<file path="src/rtl/dmem_arbiter.sv">
// dmem_arbiter: two-port data memory access controller (LSU + debug/loader).
// Define DMEM_ARB_RR_EN for round-robin ties instead of fixed priority.
package dmem_arbiter_pkg;
  localparam logic [5:0] ALU_ADD = 6'd0;
  localparam logic [5:0] ALU_LB  = 6'd16;
  localparam logic [5:0] ALU_LH  = 6'd17;
  localparam logic [5:0] ALU_LW  = 6'd18;
  localparam logic [5:0] ALU_LBU = 6'd19;
  localparam logic [5:0] ALU_LHU = 6'd20;
  localparam logic [5:0] ALU_SB  = 6'd21;
  localparam logic [5:0] ALU_SH  = 6'd22;
  localparam logic [5:0] ALU_SW  = 6'd23;

  typedef struct packed {
    logic [5:0]  op;
    logic [31:0] addr;
    logic [31:0] wdata;
  } acc_t;
endpackage

module dmem_arbiter
  import dmem_arbiter_pkg::*;
#(
  parameter int STARVE_LIMIT = 8
) (
  input  logic        clk,
  input  logic        rst,
  input  logic        req0,
  input  logic [5:0]  op0,
  input  logic [31:0] addr0,
  input  logic [31:0] wdata0,
  input  logic        req1,
  input  logic [5:0]  op1,
  input  logic [31:0] addr1,
  input  logic [31:0] wdata1,
  output logic        ack0,
  output logic        ack1,
  output logic [31:0] rsp_rdata,
  output logic        rsp_err,
  output logic        busy,
  output logic [5:0]  mem_op,
  output logic [31:0] mem_addr,
  output logic [31:0] mem_wdata,
  output logic        mem_wr,
  output logic        mem_rd,
  input  logic [31:0] mem_rdata
);

  typedef enum logic [1:0] {
    IDLE,
    ISSUE,
    DONE
  } state_t;

  state_t state_q;
  state_t state_d;
  acc_t   lat_q;
  acc_t   sel;
  logic   port_q;
  logic   err_q;
  logic   ld_q;
  logic   wr_q;
  logic   rd_q;
  logic   gnt;
  logic   gnt_port;
  logic   tie_port;
  logic   sel_ok;
  logic   sel_st;

  function automatic logic op_ok(
    input logic [5:0] op,
    input logic [1:0] lo
  );
    logic ok;
    ok = 1'b0;
    unique case (op)
      ALU_LB, ALU_LBU, ALU_SB: ok = 1'b1;
      ALU_LH, ALU_LHU, ALU_SH: ok = (lo != 2'd3);
      ALU_LW, ALU_SW:          ok = (lo == 2'd0);
      default:                 ok = 1'b0;
    endcase
    return ok;
  endfunction

  function automatic logic op_st(input logic [5:0] op);
    return (op == ALU_SB) || (op == ALU_SH) ||
           (op == ALU_SW);
  endfunction

  always_comb begin
    gnt      = 1'b0;
    gnt_port = 1'b0;
    if (state_q == IDLE) begin
      unique case ({req1, req0})
        2'b11: begin
          gnt      = 1'b1;
          gnt_port = tie_port;
        end
        2'b01: begin
          gnt      = 1'b1;
          gnt_port = 1'b0;
        end
        2'b10: begin
          gnt      = 1'b1;
          gnt_port = 1'b1;
        end
        default: gnt = 1'b0;
      endcase
    end
  end

  always_comb begin
    sel = '{op: op0, addr: addr0, wdata: wdata0};
    if (gnt_port)
      sel = '{op: op1, addr: addr1, wdata: wdata1};
    sel_ok = op_ok(sel.op, sel.addr[1:0]);
    sel_st = op_st(sel.op);
  end

  always_comb begin
    state_d = state_q;
    unique case (state_q)
      IDLE:    if (gnt) state_d = sel_ok ? ISSUE : DONE;
      ISSUE:   state_d = DONE;
      DONE:    state_d = IDLE;
      default: state_d = IDLE;
    endcase
  end

  // Strobes are registered at grant so they sit exactly in ISSUE.
  always_ff @(posedge clk) begin
    if (rst) begin
      state_q <= IDLE;
      lat_q   <= '0;
      port_q  <= 1'b0;
      err_q   <= 1'b0;
      ld_q    <= 1'b0;
      wr_q    <= 1'b0;
      rd_q    <= 1'b0;
    end else begin
      state_q <= state_d;
      wr_q    <= 1'b0;
      rd_q    <= 1'b0;
      if (gnt) begin
        lat_q  <= sel;
        port_q <= gnt_port;
        err_q  <= !sel_ok;
        ld_q   <= sel_ok && !sel_st;
        wr_q   <= sel_ok && sel_st;
        rd_q   <= sel_ok && !sel_st;
      end
    end
  end

`ifdef DMEM_ARB_RR_EN
  logic last_q;

  always_ff @(posedge clk) begin
    if (rst)
      last_q <= 1'b1;
    else if (gnt)
      last_q <= gnt_port;
  end

  assign tie_port = ~last_q;
`else
  localparam int CW = (STARVE_LIMIT < 1) ? 1 :
                      $clog2(STARVE_LIMIT + 1);
  localparam logic [CW-1:0] LIM = CW'(STARVE_LIMIT);

  logic [CW-1:0] starve_q;

  always_ff @(posedge clk) begin
    if (rst)
      starve_q <= '0;
    else if (!req1 || (gnt && gnt_port))
      starve_q <= '0;
    else if (starve_q != LIM)
      starve_q <= starve_q + 1'b1;
  end

  assign tie_port = (starve_q == LIM);
`endif

  assign busy      = (state_q != IDLE);
  assign ack0      = (state_q == DONE) && !port_q;
  assign ack1      = (state_q == DONE) && port_q;
  assign rsp_err   = (state_q == DONE) && err_q;
  assign rsp_rdata = ((state_q == DONE) && ld_q) ?
                     mem_rdata : '0;
  assign mem_op    = lat_q.op;
  assign mem_addr  = lat_q.addr;
  assign mem_wdata = lat_q.wdata;
  assign mem_wr    = wr_q;
  assign mem_rd    = rd_q;

  strobe_excl: assert property (
    @(posedge clk) disable iff (rst) !(mem_wr && mem_rd));
  ack_excl: assert property (
    @(posedge clk) disable iff (rst) !(ack0 && ack1));

endmodule
</file>
<file path="config.mk">
export PLATFORM = sky130hd
export DESIGN_NAME = dmem_arbiter
export DESIGN_NICKNAME = d
export VERILOG_FILES = /design/src/rtl/dmem_arbiter.sv
export SDC_FILE = /design/constraint.sdc
export NUM_CORES = 1
export LEC_CHECK = 0
export CAP_MARGIN = 5
export CORE_MARGIN = 5
export CORE_UTILIZATION = 36
export DETAILED_ROUTE_END_ITERATION = 7
export GPL_ROUTABILITY_DRIVEN = 0
export PLACE_DENSITY = 0.82
export SLEW_MARGIN = 20
export SYNTH_ARGS = -nofsm -noshare
export SYNTH_HDL_FRONTEND = slang
export SYNTH_SLANG_ARGS = --single-unit
</file>
<file path="constraint.sdc">
create_clock -name clk -period 2.3 [get_ports clk]
set_clock_uncertainty 0.05 [all_clocks]
set_input_delay 0.46 -clock clk [delete_from_list [all_inputs] [get_ports clk]]
set_output_delay 0.46 -clock clk [all_outputs]
set_load 0.02 [all_outputs]
</file>
### Yosys cells after proc, flatten, opt, wreduce, memory -nomap -nowiden

Cells that the tools add are included.

* memory bits (read-only): 0
* output and inout bits: 108
* bits in registers: 81
* memory bits (writable): 0
* latch bits: 0
* logic and storage cells: 62
* input bits: 176
* memories: 0

* div/mod/pow operators: 0
* $add $sub $neg: 1
* $lt $le $gt $ge: 0
* equality and inequality tests: 17
* reduce and logical (&&, ||, !) cells: 23
* shift-type cells: 0
* bitwise operators: 1
* muxes and demuxes: 10
* multipliers: 0

Operators by type and width (count)
* 70-bit two-way mux: 1
* 6-bit by 5-bit equality test with 1-bit output, second input constant: 8
* 32-bit two-way mux: 1
* 3-bit OR reduction: 3
* 1-bit logical AND: 7
* 2-bit equality test, second input constant: 3
* 2-bit OR reduction: 3
* 4-bit by 1-bit adder with 4-bit output, second input constant: 1
* 2-bit by 1-bit equality test with 1-bit output, second input constant: 2
* 4-bit equality test, second input constant: 1
* 1-bit zero test: 4
* 2-bit zero test: 2
* 2-bit two-way mux: 2
* 2-bit != test, second input constant: 2
* 4-bit != test, second input constant: 1
* 2-bit case mux with 2 select lines: 1
* 1-bit logical OR: 3
* 1-bit two-way mux: 3
* 1-bit case mux with 3 select lines: 1
* 1-bit case mux with 2 select lines: 1
* 2-bit nonzero test: 1
* 1-bit NOT: 1

### Longest topological paths before layout

* depth after elaboration: 10
* mapped depth: 9
* mapped depth without buffers: 6

### Worst setup path before layout

OpenSTA, ideal clock, no wires.

* path kind: register -> register
* start point: reg starve_q[0]
* end point: reg lat_q (netlist bit mem_addr[29])
* arrival: 1.666 ns
* buffers on the path: 3
* setup time: 0.146 ns
* stages on the path, launching flop included: 10
* period minus slack after synthesis: 1.862 ns
* required time: 2.104 ns
* setup slack: 0.438 ns
* path through: dfxtp_1 > inv_1 > ha_1 > nand3b_1 > a211oi_2 > buf_4 > buf_12 > buf_12 > mux2i_1 > a211oi_2

* longest elaborated chain between the ends: 4

RTL lines
* start, declared: RTL line 171 `logic [CW-1:0] starve_q;`
* start signal, assigned: RTL line 179 `starve_q <= starve_q + 1'b1;`
* 4-bit equality test: RTL line 182 `assign tie_port = (starve_q == LIM);`
* 1-bit case mux with 2 select lines: RTL line 94 `unique case ({req1, req0})`
* 1-bit two-way mux: RTL line 93 `if (state_q == IDLE) begin`
* 70-bit two-way mux: RTL line 114 `if (gnt_port)`
* end signal, assigned: RTL line 145 `lat_q <= sel;`
* end, declared: RTL line 57 `acc_t lat_q;`

No other way between the ends.
A chain may end at the register's enable or synchronous reset.

### Worst setup path after layout

Ends and elaborated chain as after synthesis.

==> summary.txt <==
Status = finished, final reports clean
Tmin final = 2131 ps
Grt ovf = 0
Largest net degree at the start of global routing = 56
# clock sinks = 81
Worst path required time = 2450 ps
Worst hold-check path type = reg2reg
Startpoint class of the critical path = register
VDD IR max = 0.3538 mV
Post-synth EDFFs = 0
Worst r2r path cells = 7
Ant. Diodes = 0
DRC violations left = 0
Crit path max fanout = 19
Syn Inst Count = 440
Cells after DPL = 844
Synthesized Nets = 618
Post-route ant nets = 0
Fin cells = 860
Initial DRT Pass Iterations = 4
CP endpoint = mem_addr[29]
Top cell type's share of synthesized area = 0.3904
Final hold vios = 0
Boundary Pins = 284
Register area share after synthesis = 0.3904
CTS tree = done
CP arrival = 2280 ps
Synth cell count leaders = dfxtp_1 (81), nor2_1 (80), mux2i_1 (70)
Post-synth cell types = 42
Critical path startpoint = starve_q[0]
Std-Cell Rows = 39
Longest Clk Path Bufs = 2
CTS buffer count = 9
Gr usage total = 0.2032
Setup tns final = 0 ps
Mapped cell area = 0.004154 mm²
Vias in the first global route = 4486
Reg clk slew, reported paths = 60 ps
Vias = 4362
Maxcap violations = 0
Top_reg_cell synth = dfxtp_1
Leakage = 3.007 nW
Die width = 117.4 µm
CTS Root Cell = clkbuf_16
Most common cell in the netlist = dfxtp_1
Die area = 0.01379 mm²
Reg2reg start = starve_q[0]
WS Path Type = reg2reg
Synth Area per Inst = 9.441 µm²
Avg WL per Cell = 16.80 µm
Post-DP HPWL = 11.98 mm
Period utilisation layout = 0.9266
Reg2Reg Capture Point = mem_addr[29]
Post-synth top area cell = dfxtp_1
Core ar. = 0.01137 mm²
Setup WS pre-CTS = 59.19 ps
Max-slew headroom = 0.7126
Clk_lat worst skew = 330 ps
Port bufs = 283
Total wire length = 14.45 mm
Routed vias/inst = 5.072
Power Density = 630.3 mW/mm²
Final nets = 890
Final setup margin = 168.8 ps
DRT iter0 DRCs = 106
Synth area leaders = dfxtp_1 (39%), mux2i_1 (17%), a211oi_1 (9.4%)
First-pass GRT wire length = 22.98 mm
Synth async-reset ratio = 0
Final Max Slew Viols = 0
FMAX = 469.2 MHz
YS warnings = 0
Die height = 117.4 µm
Number of synthesized register bits = 81
Layout cells sized above 1 = 0.08089
Reg2Reg Setup Slack = 170 ps
Final setup violation count = 0
Critical path capture point type = register
Area after DPL = 0.007141 mm²
Cts-stage hold buffer count = 0
Design area = 0.007392 mm²
RSZ-0062 raised after global routing = no
Total power = 0.004659 W
Htree depth = 3
Initial antenna violation count = 0
Area grow syn2layout = 77.95%
Initial Util = 0.3654
Post-CTS setup buffer count = 0
Worst-Margin Slew = 431.1 ps
per-stage QoR:
| stage | utilization | hold WS (ps) |
|---|---|---|
| CTS | 0.6499 | 449.2 |
| global placement | 0.6280 | 424.9 |
| floorplan | - | 403.9 |
| detailed placement | 0.6280 | 441.8 |
| finish | 0.6502 | 442.8 |
| global route | 0.6502 | 466.9 |
cells in the final DEF (no fill, tap or decap), types with 2 or more instances in the layout:
cell / Yosys / final
a211o_1: 3 / 3
nand2_1: 3 / 3
dlygate4sd2_1: 0 / 35
and2_1: 2 / 2
buf_4: 2 / 10
xor2_1: 2 / 2
clkbuf_16: 0 / 9
nand3b_1: 2 / 2
a21oi_1: 8 / 8
buf_12: 3 / 7
clkdlybuf4s50_1: 0 / 247
a211oi_2: 21 / 20
nor2_1: 80 / 79
and3_1: 32 / 32
or3_1: 2 / 2
dfxtp_1: 81 / 81
o21ai_0: 6 / 6
inv_1: 6 / 6
nand3_1: 2 / 2
o211ai_1: 3 / 3
clkinv_2: 0 / 2
ha_1: 2 / 2
clkbuf_1: 21 / 3
nor3b_1: 3 / 3
a211oi_1: 52 / 52
nor2b_1: 4 / 3
mux2i_1: 70 / 70
sequential cells by signal, indices dropped and copies added, names as in the netlist:
signal / flops
mem_addr: 32
mem_wdata: 32
mem_op: 6
starve_q: 4
state_q: 2
err_q: 1
ld_q: 1
mem_rd: 1
mem_wr: 1
port_q: 1
worst min path at each step:
stage | from | endpoint | slack [ps] | cells past startpoint
final | mem_wdata[15] | mem_wdata[15] | 440 | 2
after floorplan | state_q[0] | state_q[1] | 400 | 2
after detailed placement | mem_wdata[15] | mem_wdata[15] | 440 | 2
after CTS | mem_wdata[15] | mem_wdata[15] | 450 | 2
after global placement | state_q[0] | state_q[1] | 420 | 2
after global routing | mem_addr[5] | mem_addr[5] | 470 | 2
cell families after synthesis:
kind of cell / share of synthesized area
and+or+nand+nor: 0.1602
AOI/OAI and AO/OA: 0.2000
DFF: 0.3904
muxes: 0.1714
buffers and inverters: 0.06566
xor gates and xnor gates: 0.006326
adders and majority gates: 0.006023
critical path, cell delays in order, from the launching register on:
cell	delay, ps
dfxtp_1	350
inv_1	70
ha_1	160
nand3b_1	230
a211oi_4	370
buf_4	370
mux2i_1	300
a211oi_2	100
power breakdown:
part           total, W  internal [W]  switching, W
clock network   0.00140      0.000868      0.000535
logic           0.00159      0.000831      0.000762
registers       0.00166       0.00158     0.0000875
routing by layer:
layer  global-route usage  vias up  share of wire
met5                    0        -              0
met1               0.2009     1991           0.35
met3              0.08758       24          0.099
met4              0.07832        0          0.025
li1                     -     2148              -
met2               0.3713      199           0.52
cell type report:
| type | count | area (µm²) |
|---|---|---|
| fill | 927 | 3978 |
| timing repair buffer | 300 | 2999 |
| multi-input combinational | 314 | 2280 |
| sequential | 81 | 1622 |
| clock buffer | 13 | 250.2 |
| tap | 143 | 178.9 |
| clock inverter | 3 | 40.04 |
| inverter | 6 | 22.52 |
repair_timing:
item,in CTS,in global routing
gates resized for setup,36,1
endpoints found under the setup margin,35,1
pin swaps,0,0
Power figures use the tool's default switching activity.
